===== src/rtl/sbox_keyed_init.sv =====
// sbox_keyed_init: fills an external single-port RAM with the identity
// permutation s[i] = i, then (with SBOX_KSA_EN defined) runs the RC4
// key-scheduling pass over it. Completion is flagged by a one-cycle done pulse.
//
// Build macro: SBOX_KSA_EN (undefined = fill only, FILL -> DONE).
//
// Ports:
//   clk        in   clock, rising edge
//   reset      in   synchronous, active-high reset
//   start      in   begin a pass; sampled only in IDLE
//   key        in   KEY_LEN bytes, byte 0 in the MSBs; captured on accepted start
//   mem_addr   out  RAM address
//   mem_wdata  out  RAM write data
//   mem_we     out  RAM write enable
//   mem_rdata  in   RAM read data, valid one cycle after a read address
//   busy       out  high in every state except IDLE
//   done       out  one-cycle completion pulse
module sbox_keyed_init #(
    parameter int unsigned DATA_W  = 8,
    parameter int unsigned KEY_LEN = 3
) (
    input  logic                        clk,
    input  logic                        reset,
    input  logic                        start,
    input  logic [KEY_LEN*DATA_W-1:0]   key,
    output logic [DATA_W-1:0]           mem_addr,
    output logic [DATA_W-1:0]           mem_wdata,
    output logic                        mem_we,
    input  logic [DATA_W-1:0]           mem_rdata,
    output logic                        busy,
    output logic                        done
);

    localparam int unsigned DEPTH = 1 << DATA_W;

    typedef enum logic [3:0] {
        IDLE, FILL, RD_SI, LD_SI, RD_SJ, LD_SJ, WR_I, WR_J, DONE
    } state_t;

    state_t              state_q, state_d;
    logic [DATA_W-1:0]   i_q, i_d;
    logic [DATA_W-1:0]   addr_q, addr_d;
    logic [DATA_W-1:0]   wdata_q, wdata_d;
    logic                we_q, we_d;
    logic                busy_q, busy_d;
    logic                done_q, done_d;
    logic                last_i_c;

    assign last_i_c = (i_q == DATA_W'(DEPTH - 1));

`ifdef SBOX_KSA_EN
    localparam int unsigned KEY_W  = KEY_LEN * DATA_W;
    localparam int unsigned KIDX_W = (KEY_LEN > 1) ? $clog2(KEY_LEN) : 1;

    logic [DATA_W-1:0]   j_q, j_d;
    logic [KIDX_W-1:0]   kidx_q, kidx_d;
    logic [DATA_W-1:0]   si_q, si_d;
    logic [KEY_W-1:0]    key_q, key_d;
    logic [KEY_W-1:0]    key_sh_c;
    logic [DATA_W-1:0]   kbyte_c;

    // Key byte kidx: shift it up into the MSB byte position.
    assign key_sh_c = key_q << (32'(kidx_q) * DATA_W);
    assign kbyte_c  = key_sh_c[KEY_W-1 -: DATA_W];
`else
    logic unused_c;
    assign unused_c = ^{key, mem_rdata};
`endif

    // State and output registers; outputs are loaded with the values of the
    // state being entered so they are valid throughout that state.
    always_ff @(posedge clk) begin
        if (reset) begin
            state_q <= IDLE;
            i_q     <= '0;
            addr_q  <= '0;
            wdata_q <= '0;
            we_q    <= 1'b0;
            busy_q  <= 1'b0;
            done_q  <= 1'b0;
`ifdef SBOX_KSA_EN
            j_q     <= '0;
            kidx_q  <= '0;
            si_q    <= '0;
            key_q   <= '0;
`endif
        end else begin
            state_q <= state_d;
            i_q     <= i_d;
            addr_q  <= addr_d;
            wdata_q <= wdata_d;
            we_q    <= we_d;
            busy_q  <= busy_d;
            done_q  <= done_d;
`ifdef SBOX_KSA_EN
            j_q     <= j_d;
            kidx_q  <= kidx_d;
            si_q    <= si_d;
            key_q   <= key_d;
`endif
        end
    end

    // Next-state and next-output logic.
    always_comb begin
        state_d = state_q;
        i_d     = i_q;
        addr_d  = addr_q;
        wdata_d = wdata_q;
        we_d    = 1'b0;
        busy_d  = 1'b0;
        done_d  = 1'b0;
`ifdef SBOX_KSA_EN
        j_d     = j_q;
        kidx_d  = kidx_q;
        si_d    = si_q;
        key_d   = key_q;
`endif
        case (state_q)
            IDLE: begin
                if (start) begin
                    state_d = FILL;
                    i_d     = '0;
                    addr_d  = '0;
                    wdata_d = '0;
                    we_d    = 1'b1;
`ifdef SBOX_KSA_EN
                    j_d     = '0;
                    kidx_d  = '0;
                    key_d   = key;
`endif
                end
            end
            FILL: begin
                if (last_i_c) begin
                    i_d = '0;
`ifdef SBOX_KSA_EN
                    state_d = RD_SI;
                    addr_d  = '0;
`else
                    state_d = DONE;
`endif
                end else begin
                    i_d     = i_q + DATA_W'(1);
                    addr_d  = i_q + DATA_W'(1);
                    wdata_d = i_q + DATA_W'(1);
                    we_d    = 1'b1;
                end
            end
`ifdef SBOX_KSA_EN
            RD_SI: state_d = LD_SI;
            LD_SI: begin
                si_d    = mem_rdata;
                j_d     = j_q + mem_rdata + kbyte_c;
                addr_d  = j_q + mem_rdata + kbyte_c;
                state_d = RD_SJ;
            end
            RD_SJ: state_d = LD_SJ;
            LD_SJ: begin
                // The write-data register holds sj for the WR_I cycle.
                wdata_d = mem_rdata;
                addr_d  = i_q;
                we_d    = 1'b1;
                state_d = WR_I;
            end
            WR_I: begin
                addr_d  = j_q;
                wdata_d = si_q;
                we_d    = 1'b1;
                state_d = WR_J;
            end
            WR_J: begin
                kidx_d = (kidx_q == KIDX_W'(KEY_LEN - 1)) ? '0 : kidx_q + KIDX_W'(1);
                if (last_i_c) begin
                    state_d = DONE;
                end else begin
                    i_d     = i_q + DATA_W'(1);
                    addr_d  = i_q + DATA_W'(1);
                    state_d = RD_SI;
                end
            end
`endif
            DONE:    state_d = IDLE;
            default: state_d = IDLE;
        endcase
        busy_d = (state_d != IDLE);
        done_d = (state_d == DONE);
    end

    assign mem_addr  = addr_q;
    assign mem_wdata = wdata_q;
    assign mem_we    = we_q;
    assign busy      = busy_q;
    assign done      = done_q;

endmodule


===== config.mk =====
export PLATFORM = sky130hd
export DESIGN_NAME = sbox_keyed_init
export DESIGN_NICKNAME = d
export VERILOG_FILES = /design/src/rtl/sbox_keyed_init.sv
export SDC_FILE = /design/constraint.sdc
export NUM_CORES = 1
export LEC_CHECK = 0
export ABC_CLOCK_PERIOD_IN_PS = 2560
export BUFFER_PORTS_ARGS = -buffer_cell sky130_fd_sc_hd__buf_2
export CAP_MARGIN = 20
export CORE_MARGIN = 3
export CORE_UTILIZATION = 30
export CTS_BUF_LIST = sky130_fd_sc_hd__clkbuf_16
export DETAILED_ROUTE_END_ITERATION = 6
export GPL_ROUTABILITY_DRIVEN = 1
export HOLD_SLACK_MARGIN = 0.1
export SLEW_MARGIN = 20
export SYNTH_ARGS = -nofsm -noshare
export SYNTH_HDL_FRONTEND = slang
export SYNTH_SLANG_ARGS = --single-unit

===== constraint.sdc =====
create_clock -name clk -period 2.56 [get_ports clk]
set_input_delay 0.512 -clock clk [delete_from_list [all_inputs] [get_ports clk]]
set_output_delay 0.512 -clock clk [all_outputs]
set_load 0.02 [all_outputs]

==> reports/qor.csv <==
stage;metric;value;unit
flow_run;number of max-cap violations;0;
drt;routed length per placed instance;11.4;um
clocking;Clock Pin Slew Worst Setup and Hold Paths;0.06;ns
cells_and_area;share of cells above drive strength 1;0.339;
worst_setup_path;CP max-delay cell;dfxtp_1;
die;Initial Util;0.321;
sta;unrepaired setup endpoints after global routing;false;
cells_and_area;Area Overhead vs Synth;18.0;%
grt;total track usage;0.0973;
cells_and_area;post-layout util;0.379;
synthesis;Post-Synthesis Cell Area;996;um^2
drt;final WL;1.84;mm
die;Rows;20;
clocking;clk_lat worst skew;0.25;ns
worst_setup_path;CP max FO;7;
synthesis;Post-Syn Area per Cell;9.86;um^2
cells_and_area;commonest cells after routing, fill and taps aside;dfxtp_1, buf_2, a21oi_1;
power_and_ir_drop;peak supply drop;368;uV
die;Die W;63.6;um
clocking;CTS resizes;0;
run_status;outcome;complete, no violations;
sta;fin crit share;0.693;
place;IO buf count;21;
power_and_ir_drop;P_leak;0.531;nW
worst_setup_path;CP Buf/Inv Count;0;
worst_setup_path;crit-path leading delay family;simple AND/OR/NAND/NOR gates;
drt;Routed Antenna Nets;0;
worst_setup_path;WP data required;2.76;ns
hold_path;worst min-delay path class;reg -> reg;
sta;Worst Skew;0.00286;ns
power_and_ir_drop;P_int;579;uW
place;post-detail-place hpwl;1.38;mm
power_and_ir_drop;Clk pwr share;0.461;
cells_and_area;post-route insts no fill;162;
cells_and_area;Nets;155;
synthesis;Ys Warns;0;
power_and_ir_drop;Net Sw Frac;0.192;
worst_setup_path;CP Launch Type;register;
drt;DRC violations left;0;
sta;Hold WS;0.471;ns
sta;Slew Viols, Final;0;
power_and_ir_drop;NetSw;137;uW
grt;vias in the first global route;681;
grt;GR Overflow Total;0;
cells_and_area;ant diodes;0;
clocking;clock root cell;clkbuf_16;
drt;DRT iter0 DRCs;21;
synthesis;share of the synthesized area in the top cell type;0.462;
power_and_ir_drop;pwr/cell area;609;nW/um^2
place;Placed Cells;158;
synthesis;Seq/Total Area, Yosys;0.462;
synthesis;Distinct cells, synth;34;
clocking;CTS max path bufs;2;
synthesis;post-synthesis cell count;101;
grt;initial antenna violation count;0;
power_and_ir_drop;Logic pwr share;0.030;
clocking;H-tree depth;1;
power_and_ir_drop;Flop pwr share;0.510;
die;Ports;54;
sta;Fin. Hold Viols;0;
clocking;CTS tree;done;
clocking;hold bufs inserted after CTS;0;
clocking;CTS Sinks;23;
cells_and_area;most common cell after layout, fill and taps aside;dfxtp_1;
sta;Min Clock Period, post-route;1.77;ns
synthesis;Synth area leaders;dfxtp_1, buf_4, a21oi_1;
sta;Final Setup Violations;0;
worst_setup_path;Worst Setup End Kind;register;
grt;largest net degree at the start of global routing;14;
sta;maximum clock frequency;0.564;GHz
power_and_ir_drop;total power;716;uW
sta;final setup TNS;0;ns
cells_and_area;Filler Cells Inserted;336;
drt;DR vias;738;
place;GPL Wtd Cong;0.794;
clocking;total CTS buffers;3;
worst_setup_path;critical path's largest stage delay;0.42;ns
clocking;Post-CTS Setup Repair Bufs;0;
synthesis;biggest area consumer among synthesized cells;dfxtp_1;
synthesis;register bit total from synthesis;23;
drt;Via density;4.56;
worst_setup_path;critical path type;reg -> reg;
worst_setup_path;WP data arrival;1.97;ns
grt;first-pass GRT wire length;3.12;mm
worst_setup_path;CP Cell Sequence;ha_1, nand3_1, or2_2, o21bai_4, a22o_2;
die;Die Span Y;63.6;um
die;Die Area;4050;um^2
die;core area;3100;um^2
drt;drt first pass iters;4;
==> path summary, 6_finish.rpt <==
path | from | to | slack (ns) | cells past startpoint
max reg2reg | i_q[0] | mem_wdata[6] | 0.79 | 5
max | i_q[0] | mem_wdata[6] | 0.79 | 5
min | mem_wdata[5] | mem_wdata[5] | 0.47 | 1
min reg2reg | mem_wdata[5] | mem_wdata[5] | 0.47 | 1
==> power groups by stage <==
stage	registers (mW)	clock network, mW	logic [mW]
6_report	0.365	0.330	0.0213
5_1_grt	0.365	0.356	0.0234
4_1_cts	0.365	0.337	0.0214
3_5_place_dp	0.372	0	0.0214
3_3_place_gp	0.372	0	0.0212
2_1_floorplan	0.373	0	0.0144
==> stage by stage <==
step | setup WS (ns) | area [um^2]
2_1_floorplan | 1.01 | 1000
3_3_place_gp | 0.764 | 1090
3_5_place_dp | 0.764 | 1090
4_1_cts | 0.770 | 1170
5_1_grt | 0.655 | 1170
6_report | 0.787 | 1170
==> state kept, by name (all words and copies together), names as in the netlist <==
signal     cells
i_q            8
mem_wdata      8
state_q        4
busy           1
done           1
mem_we         1
==> cells in the mapped netlist <==
cell type and n:
or2_2 2, o21ai_2 1, conb_1 1, nand2_2 1, ha_1 1, xor2_1 2
dfxtp_1 23, a21o_2 2, o2bb2ai_1 1, o21bai_1 1, nor3b_1 1, o21ai_1 1
clkbuf_2 1, a21oi_1 8, and3_2 1, o211ai_1 1, nor4b_4 1, buf_4 8
nand3b_1 2, nor3_1 3, nor2_1 7, a22o_2 3, or3_1 2, xnor2_1 2
a21o_1 4, nand2_1 3, a21oi_2 1, inv_1 3, o21bai_4 1, or4b_4 1
nor3_4 1, nand4_1 2, o21ai_0 3, nand3_1 6
==> layout make-up <==
cell class,count,area [um^2],share of cell area
Clock buffer,3,75.1,0.0639
Tap cell,44,55.1,0.0469
Inverter,3,11.3,0.00958
Multi-Input combinational cell,67,463,0.394
Timing Repair Buffer,21,105,0.0895
Sequential cell,23,460,0.392
Clock inverter,1,5.00,0.00426
==> cells by family (layout without fill, tap and decap cells) <==
kind of cell	after synthesis	in the layout	share of synthesized area
AND/OR/NAND/NOR	33	33	0.211
AO/OA/AOI/OAI	27	27	0.199
flip-flops	23	23	0.462
buffers and inverters	12	28	0.0766
XOR/XNOR	4	4	0.0352
adder cells (fa/ha/maj)	1	1	0.0126
other	1	2	0.00377
==> metal layers <==
layer,up-vias,wire length [um],global-route usage
met1,331,902,0.120
met5,-,0,0
met3,2,95,0.0321
met4,0,21,0.0323
met2,21,822,0.158
li1,384,-,-
No activity file was read; power rests on OpenSTA's default activity.
